**src/rtl/myproject_mac_acc.sv**
```systemverilog
// Multiply-accumulate result stage: sums N_TERMS signed products plus a per-result bias,
// rescales by FRAC_SHIFT and presents a saturated 16-bit result under a valid/ready handshake.
`timescale 1ns/1ps
module myproject_mac_acc #(
  parameter int unsigned N_TERMS    = 16,
  parameter int unsigned ACC_WIDTH  = 32,
  parameter int unsigned FRAC_SHIFT = 10
) (
  input  logic               ap_clk,
  input  logic               ap_rst,
  input  logic signed [25:0] prod_in,
  input  logic               prod_valid,
  output logic               prod_ready,
  input  logic signed [15:0] bias_in,
  input  logic               acc_clear,
  output logic signed [15:0] res_out,
  output logic               res_sat,
  output logic               res_valid,
  input  logic               res_ready
);

  localparam int unsigned CntW = (N_TERMS > 1) ? $clog2(N_TERMS) : 1;
  localparam logic [CntW-1:0] LastCnt = CntW'(N_TERMS - 1);
  localparam logic signed [ACC_WIDTH-1:0] SatMax = ACC_WIDTH'(32767);
  localparam logic signed [ACC_WIDTH-1:0] SatMin = -(ACC_WIDTH'(32768));

  typedef enum logic [0:0] {StAcc, StHold} state_e;

  state_e                        state_q;
  logic        [CntW-1:0]        count_q;
  logic signed [ACC_WIDTH-1:0]   acc_q;
  logic signed [15:0]            res_out_q;
  logic                          res_sat_q;
  logic                          res_valid_q;

  logic                          accept;
  logic                          first_term;
  logic                          last_term;
  logic signed [ACC_WIDTH-1:0]   term_ext;
  logic signed [ACC_WIDTH-1:0]   bias_ext;
  logic signed [ACC_WIDTH-1:0]   acc_sum;
  logic signed [ACC_WIDTH-1:0]   acc_scaled;
  logic                          sat_hi;
  logic                          sat_lo;
  logic signed [15:0]            res_clip;

  assign prod_ready = (state_q == StAcc) && !acc_clear;
  assign accept     = prod_valid && prod_ready;
  assign first_term = (count_q == '0);
  assign last_term  = (count_q == LastCnt);

  always_comb begin
    term_ext   = {{(ACC_WIDTH - 26){prod_in[25]}}, prod_in};
    bias_ext   = {{(ACC_WIDTH - 16){bias_in[15]}}, bias_in} << FRAC_SHIFT;
    // Term 0 restarts the sum from the bias, so a stale acc never leaks into a new result.
    acc_sum    = first_term ? (bias_ext + term_ext) : (acc_q + term_ext);
    acc_scaled = acc_sum >>> FRAC_SHIFT;
    sat_hi     = (acc_scaled > SatMax);
    sat_lo     = (acc_scaled < SatMin);
    if (sat_hi) begin
      res_clip = 16'sh7fff;
    end else if (sat_lo) begin
      res_clip = -16'sh8000;
    end else begin
      res_clip = acc_scaled[15:0];
    end
  end

  always_ff @(posedge ap_clk or posedge ap_rst) begin
    if (ap_rst) begin
      state_q     <= StAcc;
      count_q     <= '0;
      acc_q       <= '0;
      res_out_q   <= '0;
      res_sat_q   <= 1'b0;
      res_valid_q <= 1'b0;
    end else begin
      unique case (state_q)
        StAcc: begin
          if (acc_clear) begin
            count_q <= '0;
          end else if (accept) begin
            acc_q <= acc_sum;
            if (last_term) begin
              count_q     <= '0;
              state_q     <= StHold;
              res_out_q   <= res_clip;
              res_sat_q   <= sat_hi || sat_lo;
              res_valid_q <= 1'b1;
            end else begin
              count_q <= count_q + 1'b1;
            end
          end
        end
        StHold: begin
          // acc_clear is deliberately ignored here so a pending result is never lost.
          if (res_ready) begin
            state_q     <= StAcc;
            res_valid_q <= 1'b0;
          end
        end
        default: state_q <= StAcc;
      endcase
    end
  end

  assign res_out   = res_out_q;
  assign res_sat   = res_sat_q;
  assign res_valid = res_valid_q;

endmodule

```
**config.mk**
```make
export PLATFORM = sky130hd
export DESIGN_NAME = myproject_mac_acc
export DESIGN_NICKNAME = d
export VERILOG_FILES = /design/src/rtl/myproject_mac_acc.sv
export SDC_FILE = /design/constraint.sdc
export NUM_CORES = 1
export LEC_CHECK = 0
export BUFFER_PORTS_ARGS = -buffer_cell sky130_fd_sc_hd__buf_2
export CAP_MARGIN = 20
export CORE_MARGIN = 4
export CORE_UTILIZATION = 42
export DETAILED_ROUTE_END_ITERATION = 10
export GPL_ROUTABILITY_DRIVEN = 0
export PLACE_DENSITY = 0.72
export SYNTH_ARGS = -nofsm -noshare
export SYNTH_HDL_FRONTEND = slang
export SYNTH_SLANG_ARGS = --single-unit
```
**constraint.sdc**
```tcl
create_clock -name ap_clk -period 4.3 [get_ports ap_clk]
set_input_delay 0.215 -clock ap_clk [delete_from_list [all_inputs] [get_ports ap_clk]]
set_output_delay 0.215 -clock ap_clk [all_outputs]
set_load 0.02 [all_outputs]
```
Word level (Yosys, flattened, before mapping)
Index checks and enable logic that the tools add are counted.
Storage, ports and cells
  bits in registers: 55
  input port bits: 47
  output and inout bits: 19
Operators by class
  add/sub/neg operators: 3
  order comparisons: 2
  eq/ne operators: 5
  multiplexer cells: 16
  bitwise logic cells: 2
  reductions and logical operators: 10
Operators with widths (count)
  $add 32x26->32: 1
  $mux 16: 2
  $mux 32: 1
  $add 26x26->27: 1
  $gt 22x16->1 const B: 1
  $lt 22x16->1 const B: 1
  $mux 4: 3
  $mux 1: 8
  $ne 2x2->1 const B: 4
  $reduce_and 4->1: 2
  $add 4x1->4 const B: 1
  $eq 4x4->1 const B: 1
  $logic_not 4->1: 1
  $pmux 1 s2: 2
  $reduce_and 3->1: 1
  $logic_and 1x1->1: 2
  $not 1->1: 2
  $reduce_and 2->1: 1
  $reduce_bool 2->1: 1
  $logic_not 1->1: 1
  $logic_or 1x1->1: 1

Depth between registers and ports, before layout
Gate-level depths: netlist of the first run.
  depth in word-level cells: 6
  gate-level depth with buffers: 14
  gate-level depth less buffers: 13

Worst setup path before layout of the first run
OpenSTA, ideal clock, no wires.
  path kind: register to register
  from: register acc_q[21]
  to: register res_out_q[10], in the netlist res_out[10]
  library setup time: 121 ps
  data arrival time: 3026 ps
  required time: 4179 ps
  path slack: 1153 ps
  cell stages (with the launch flop): 13
  path buffers: 1
  path through: dfrtp_1 -> ha_1 -> a21o_1 -> o21bai_4 -> a221o_1 -> a221o_1 -> a221oi_2 -> xor2_1 -> o22ai_1 -> nor4b_2 -> o21a_4 -> buf_6 -> a22o_1
On the way
  word-level cells in the longest chain between the ends: 5
Ends and longest elaborated chain
  from (decl): line 31  | logic signed [ACC_WIDTH-1:0] acc_q;
  from (signal assigned): line 83  | acc_q <= acc_sum;
  $add 32x26->32 *: line 56  | acc_sum = first_term ? (bias_ext + term_ext) : (acc_q + term_ext);
  $mux 32 *: line 56
  $lt 22x16->1: line 59  | sat_lo = (acc_scaled < SatMin);
  $mux 16: line 62  | end else if (sat_lo) begin
  $mux 16 *: line 60  | if (sat_hi) begin
  to (signal assigned): line 87  | res_out_q <= res_clip;
  to (decl): line 32  | logic signed [15:0] res_out_q;
Mark *: on every way between the ends. The rest lies on a longest branch, timed or not.
A chain may end at the register's enable or synchronous reset.

Worst setup path in the final report of the first run
  from: register acc_q[0]
  to: register res_out_q[7], in the netlist res_out[7]
Same word-level chain as after synthesis.

==> metrics, run 1 <==
status=completed; kind of start point of the critical path=register; Mapped Area=0.00510 mm2; Setup Fix Bufs, Post-CTS=0; DR WL met3=1090 um; Syn-to-layout area delta=10.9%; final setup violation count=0; skew final=0.00905 ns; Detailed Routing Iterations Pass 1=5; Hold-fix buffers, CTS=0; sequential area share after synthesis=0.270; CTS tree=built; Routed Antenna Nets=0; EDFF count, synth=0; WHS=0.106 ns; Fillers=1095; Final Slew Violations=0; MaxCap Viol Count=0; Seq. cell area=0.00138 mm2; dpl cells=825; PostCTS Resize Cnt=0; async set-reset flop share out of synthesis=1.00; worst slew pin tran=0.780 ns; die height=118 um; PwrDens=452 mW/mm2; final cell count without fillers=833; clock buffer depth=2; DRT iter0 DRCs=390; Yosys reg bits=55; final routed DRC violation total=0; RSZ-0062 raised after global routing=false; Worst Path Required=4.48 ns; clock transition at the registers of the reported paths=0.07 ns; Hold Path Class=in -> async; nature of the critical path endpoint=register; Syn Inst Count=639; Final HPWL DP=11200 um; DIE AREA=0.0140 mm2; Final Hold Vio Count=0; reg-to-reg setup timing slack=0.55 ns; Fmax=0.267 GHz; Period minus WS final=3.75 ns; Ant. Diodes=0; number of port buffers=65; Clk Latency, worst-skew pair=0.30 ns; Final TNS setup=0 ns; CP Class=reg -> reg; CTS Sinks=55; area of the multi-input gates=0.00354 mm2; Crit path arrival time=3.93 ns; Root Buffer=clkbuf_16; pin count of the biggest net entering global routing=56; Nets=787; met1 WL=6620 um; Mapped Nets=737; vias in the first global route=4874; Initial Utilization=0.437; DR WL/cell=17.1 um; grt ovf=0; Synth area leader=dfrtp_1; met2 WL post-DR=6170 um; Routed Wire Length=14300 um; Total GRT Usage=0.200; Tcrit/Tclk final=0.871; synthesized area per cell=7.98 um2; Max FO, Critical Path=15; Max Used Layer=met4; initial antenna violation count=0; Synth area leaders=dfrtp_1 27%, ha_1 12%, nand2_1 8.1%; top_reg_cell synth=dfrtp_1; Via Count=4953; Ports=66; Site Rows=39; H-tree depth=2; CORE AREA=0.0117 mm2; synthesis warning total=0; die width=118 um; Max-slew headroom=0.480; first-pass GRT wire length=23400 um; Vias per Instance=5.95; Synth top area share=0.270; Yosys cell types=71; maximum VDD drop=0.225 mV; P_leak=2.63 nW; Num CTS Buffers=5; layout cell share with drive strength beyond 1=0.143
metrics by stage:
| stage | utilization | power [mW] | setup slack [ns] | instance area [um2] |
|---|---|---|---|---|
| 2_1_floorplan | - | 1.79 | 1.15 | 5100 |
| 6_report | 0.485 | 2.55 | 0.553 | 5650 |
| 5_1_grt | 0.485 | 2.75 | 0.259 | 5650 |
| 4_1_cts | 0.485 | 2.54 | 0.550 | 5650 |
| 3_5_place_dp | 0.472 | 2.11 | 0.406 | 5510 |
| 3_3_place_gp | 0.472 | 2.07 | 0.647 | 5510 |
final cells by class:
cell class,count,share of cell area
tap,143,0.0317
clock buffer,6,0.0228
clock inverter,2,0.00288
timing repair buffer,69,0.0629
sequential,55,0.243
inverter,16,0.0106
multi-input combinational,542,0.626
state kept, by name (all words and copies together), names as in the netlist:
register and flops:
res_valid 1, acc_q 32, res_out 16, count_q 4, state_q 1, res_sat 1
path summary, 6_finish.rpt:
path,start,to,depth (start not counted)
worst max register to register,acc_q[0],res_out[7],13
worst max-delay path,acc_q[0],res_out[7],13
worst min-delay path,ap_rst,count_q[0],3
min in group ap_clk,res_ready,state_q,2
max in group asynchronous,ap_rst,res_out[2],3
worst min register to register,acc_q[26],acc_q[26],2
routing by layer:
metal | vias up | track usage
li1 | 2433 | -
met1 | 2276 | 0.278
met2 | 211 | 0.312
met3 | 33 | 0.0358
met4 | 0 | 0.0718
met5 | - | 0
where the power goes:
part	internal, mW	switching (mW)
sequential	0.610	0.0586
combinational	0.570	0.893
clock	0.219	0.203
total	1.40	1.15
Yosys cell counts, drive strengths merged (13+ instances only):
library cell / count
nand2: 110
o21ai: 71
a21oi: 58
dfrtp: 55
ha: 49
nor2: 49
xnor2: 22
clkbuf: 20
a22o: 17
inv: 16
a21o: 13
xor2: 13
cell families after synthesis:
family | share of synthesized area
adders and majority gates | 0.128
muxes | 0.0120
buffers and inverters | 0.0373
DFF | 0.270
xor gates and xnor gates | 0.0601
and+or+nand+nor | 0.209
AOI/OAI and AO/OA | 0.283
worst max-delay path, cell delays in order (launching register included):
cell	delay, ns
dfrtp_1	0.35
ha_1	0.17
inv_1	0.05
fa_1	0.38
nor2b_1	0.21
o211ai_1	0.15
a31oi_2	0.39
a221oi_1	0.25
and3b_1	0.24
nor4_2	0.45
o2111ai_2	0.27
o21ai_4	0.39
nand2_1	0.12
a22o_1	0.22
cells in the final DEF (no fill, tap or decap), drive strengths merged, types with 4 or more instances in the layout:
cell type and n:
xnor2 22, and2 8, nor2b 6, o21ai 71, inv 17, o211ai 6, xor2 13, nor3 9
o21a 7, clkbuf 6, and4 5, a21o 13, nand4 9, nand2b 4, and3 4, dfrtp 55
nand2 110, nor2 49, buf 69, o21bai 6, mux2i 5, a31oi 9, ha 49, a211oi 8
a21oi 58, a22o 17, nand3 10
Power figures use the tool's default switching activity.
==> run 2, diff against run 1 <==
CORE_UTILIZATION = 35   (was 42)
PLACE_DENSITY = 0.64   (was 0.72)
==> run 2 against run 1 <==
  * Power increased by 0.58%
  * Critical path type unchanged
  * Combinational power is essentially flat
  * Clock power is 3% higher
  * Maximum frequency increased by 4.7%
  * Worst setup slack gained 0.17 ns
  * Sequential power about the same
==> metrics, run 2 (same netlist as run 1, synthesis figures left out) <==
Final TNS setup=0 ns (unchanged); PostCTS Resize Cnt=0 (unchanged); area of the multi-input gates=0.00354 mm2 (unchanged); Setup Fix Bufs, Post-CTS=0 (unchanged); Final HPWL DP=11300 um (+1.0%); Syn-to-layout area delta=12.0%; die width=129 um (+8.9%); Most flops, register=acc_q; DR WL/cell=16.7 um (-2.3%); CTS Sinks=55 (unchanged); met2 WL post-DR=6200 um (+0.54%); PwrDens=450 mW/mm2 (-0.46%); Site Rows=43 (+10%); Hold-fix buffers, CTS=0 (unchanged); DIE AREA=0.0166 mm2 (+19%); layout cell share with drive strength beyond 1=0.146 (+0.00269); Comb power frac=0.572 (about the same); share of total power in sequential cells=0.259 (-0.003); nature of the critical path endpoint=register; Max FO, Critical Path=15 (unchanged); switch share=0.455 (+0.00282); setup slack after placement=0.499 ns (+0.0934 ns); RSZ-0062 raised after global routing=false; final routed DRC violation total=0 (unchanged); Clk Latency, worst-skew pair=0.31 ns (about the same); Setup WS post-layout=0.720 ns (+0.167 ns); Vias per Instance=5.50 (-7.5%); CTS tree=built; reg-to-reg setup timing slack=0.72 ns (+0.17 ns); MaxCap Viol Count=0 (unchanged); Hold Path Class=in -> async; Root Buffer=clkbuf_16; Final Hold Vio Count=0 (unchanged); Max-slew headroom=0.433 (-0.0466); number of port buffers=65 (unchanged); Initial Utilization=0.362 (-0.0755); vias in the first global route=4556 (-6.5%); Tcrit/Tclk final=0.833 (-0.0389); H-tree depth=2 (unchanged); Via Count=4788 (-3.3%); final cell count without fillers=871 (+4.6%); most common cell after layout, fill and taps aside=nand2_1; Psw=1.17 mW (+1.2%); Routed Antenna Nets=0 (unchanged); DR WL met3=850 um (-22%); grt ovf=0 (unchanged); Total GRT Usage=0.175 (-0.0248); Clock Power Share=0.170 (+0.005); clock transition at the registers of the reported paths=0.08 ns (about the same); Crit path arrival time=3.77 ns (-0.16 ns); Max Used Layer=met4; status=completed; met1 WL=7320 um (+11%); Routed Wire Length=14600 um (+2.2%); first-pass GRT wire length=23400 um (about the same); Worst Path Required=4.49 ns (about the same); Fillers=1479 (+35%); dpl cells=863 (+4.6%); Detailed Routing Iterations Pass 1=5 (unchanged); die height=129 um (+8.9%); final setup violation count=0 (unchanged); kind of start point of the critical path=register; CORE AREA=0.0141 mm2 (+21%); DRT iter0 DRCs=306 (-22%); max reg flops=32 (unchanged); P_leak=2.64 nW (+0.27%); internal power=1.40 mW (about the same); clock buffer depth=2 (unchanged); maximum VDD drop=0.196 mV (-13%); initial antenna violation count=0 (unchanged); most frequent cells in the layout=110 x nand2_1, 65 x buf_2, 63 x o21ai_0, 57 x a21oi_1, 55 x dfrtp_1; Ant. Diodes=0 (unchanged); worst slew pin tran=0.850 ns (+0.0699 ns); Period minus WS final=3.58 ns (-0.167 ns); Nets=788 (+0.13%); Ports=66 (unchanged); Seq. cell area=0.00138 mm2 (unchanged); skew final=0.0110 ns (+0.00195 ns); Num CTS Buffers=5 (unchanged); Fmax=0.279 GHz (+4.7%); Final Slew Violations=0 (unchanged); CP Class=reg -> reg; pin count of the biggest net entering global routing=56 (unchanged)
-- run 2: cell type report --
| type | instances | share of cell area |
|---|---|---|
| Clock buffer | 5 | 0.0219 |
| Clock inverter | 3 | 0.00438 |
| Inverter | 16 | 0.0105 |
| Multi-Input combinational cell | 542 | 0.619 |
| Sequential cell | 55 | 0.241 |
| Tap cell | 180 | 0.0394 |
| Timing Repair Buffer | 70 | 0.0635 |
-- run 2: path summary, 6_finish.rpt --
path / from / endpoint / depth (start not counted)
worst max register to register: acc_q[0] / res_out[11] / 13
worst min-delay path: ap_rst / acc_q[28] / 3
worst max-delay path: acc_q[0] / res_out[11] / 13
worst min register to register: acc_q[25] / acc_q[25] / 2
max in group asynchronous: ap_rst / acc_q[1] / 3
min in group ap_clk: res_ready / state_q / 2
-- run 2: per-stage QoR --
step | utilization | cell area [um2] | power, mW | hold slack [ns]
after global routing | 0.405 | 5710 | 2.76 | 0.122
final | 0.405 | 5710 | 2.57 | 0.0952
after global placement | 0.395 | 5560 | 2.11 | 0.407
after detailed placement | 0.395 | 5560 | 2.11 | 0.417
after floorplan | - | 5100 | 1.79 | 0.311
after CTS | 0.405 | 5710 | 2.55 | 0.0989
-- run 2: worst max-delay path, stage by stage, from the launching register on --
cell and delay, ns:
dfrtp_1 0.35, ha_1 0.16, inv_1 0.05, fa_1 0.37
nor2b_1 0.21, o211ai_1 0.14, a31oi_2 0.38, a221oi_1 0.22
and3b_1 0.22, nor4_2 0.39, o2111ai_2 0.25, o21ai_4 0.39
nand2_1 0.11, a22o_1 0.21
-- run 2: power by group through the flow --
stage | Clock, mW | Combinational [mW] | Sequential (mW)
CTS | 0.441 | 1.45 | 0.665
detailed placement | 0 | 1.44 | 0.675
global route | 0.461 | 1.62 | 0.677
finish | 0.435 | 1.47 | 0.665
floorplan | 0 | 1.12 | 0.669
global placement | 0 | 1.44 | 0.672
-- run 2: layer usage --
layer / GRT usage / up-vias
met1: 0.263 / 2201
met5: 0 / -
met2: 0.266 / 137
li1: - / 2438
met4: 0.0395 / 0
met3: 0.0262 / 12
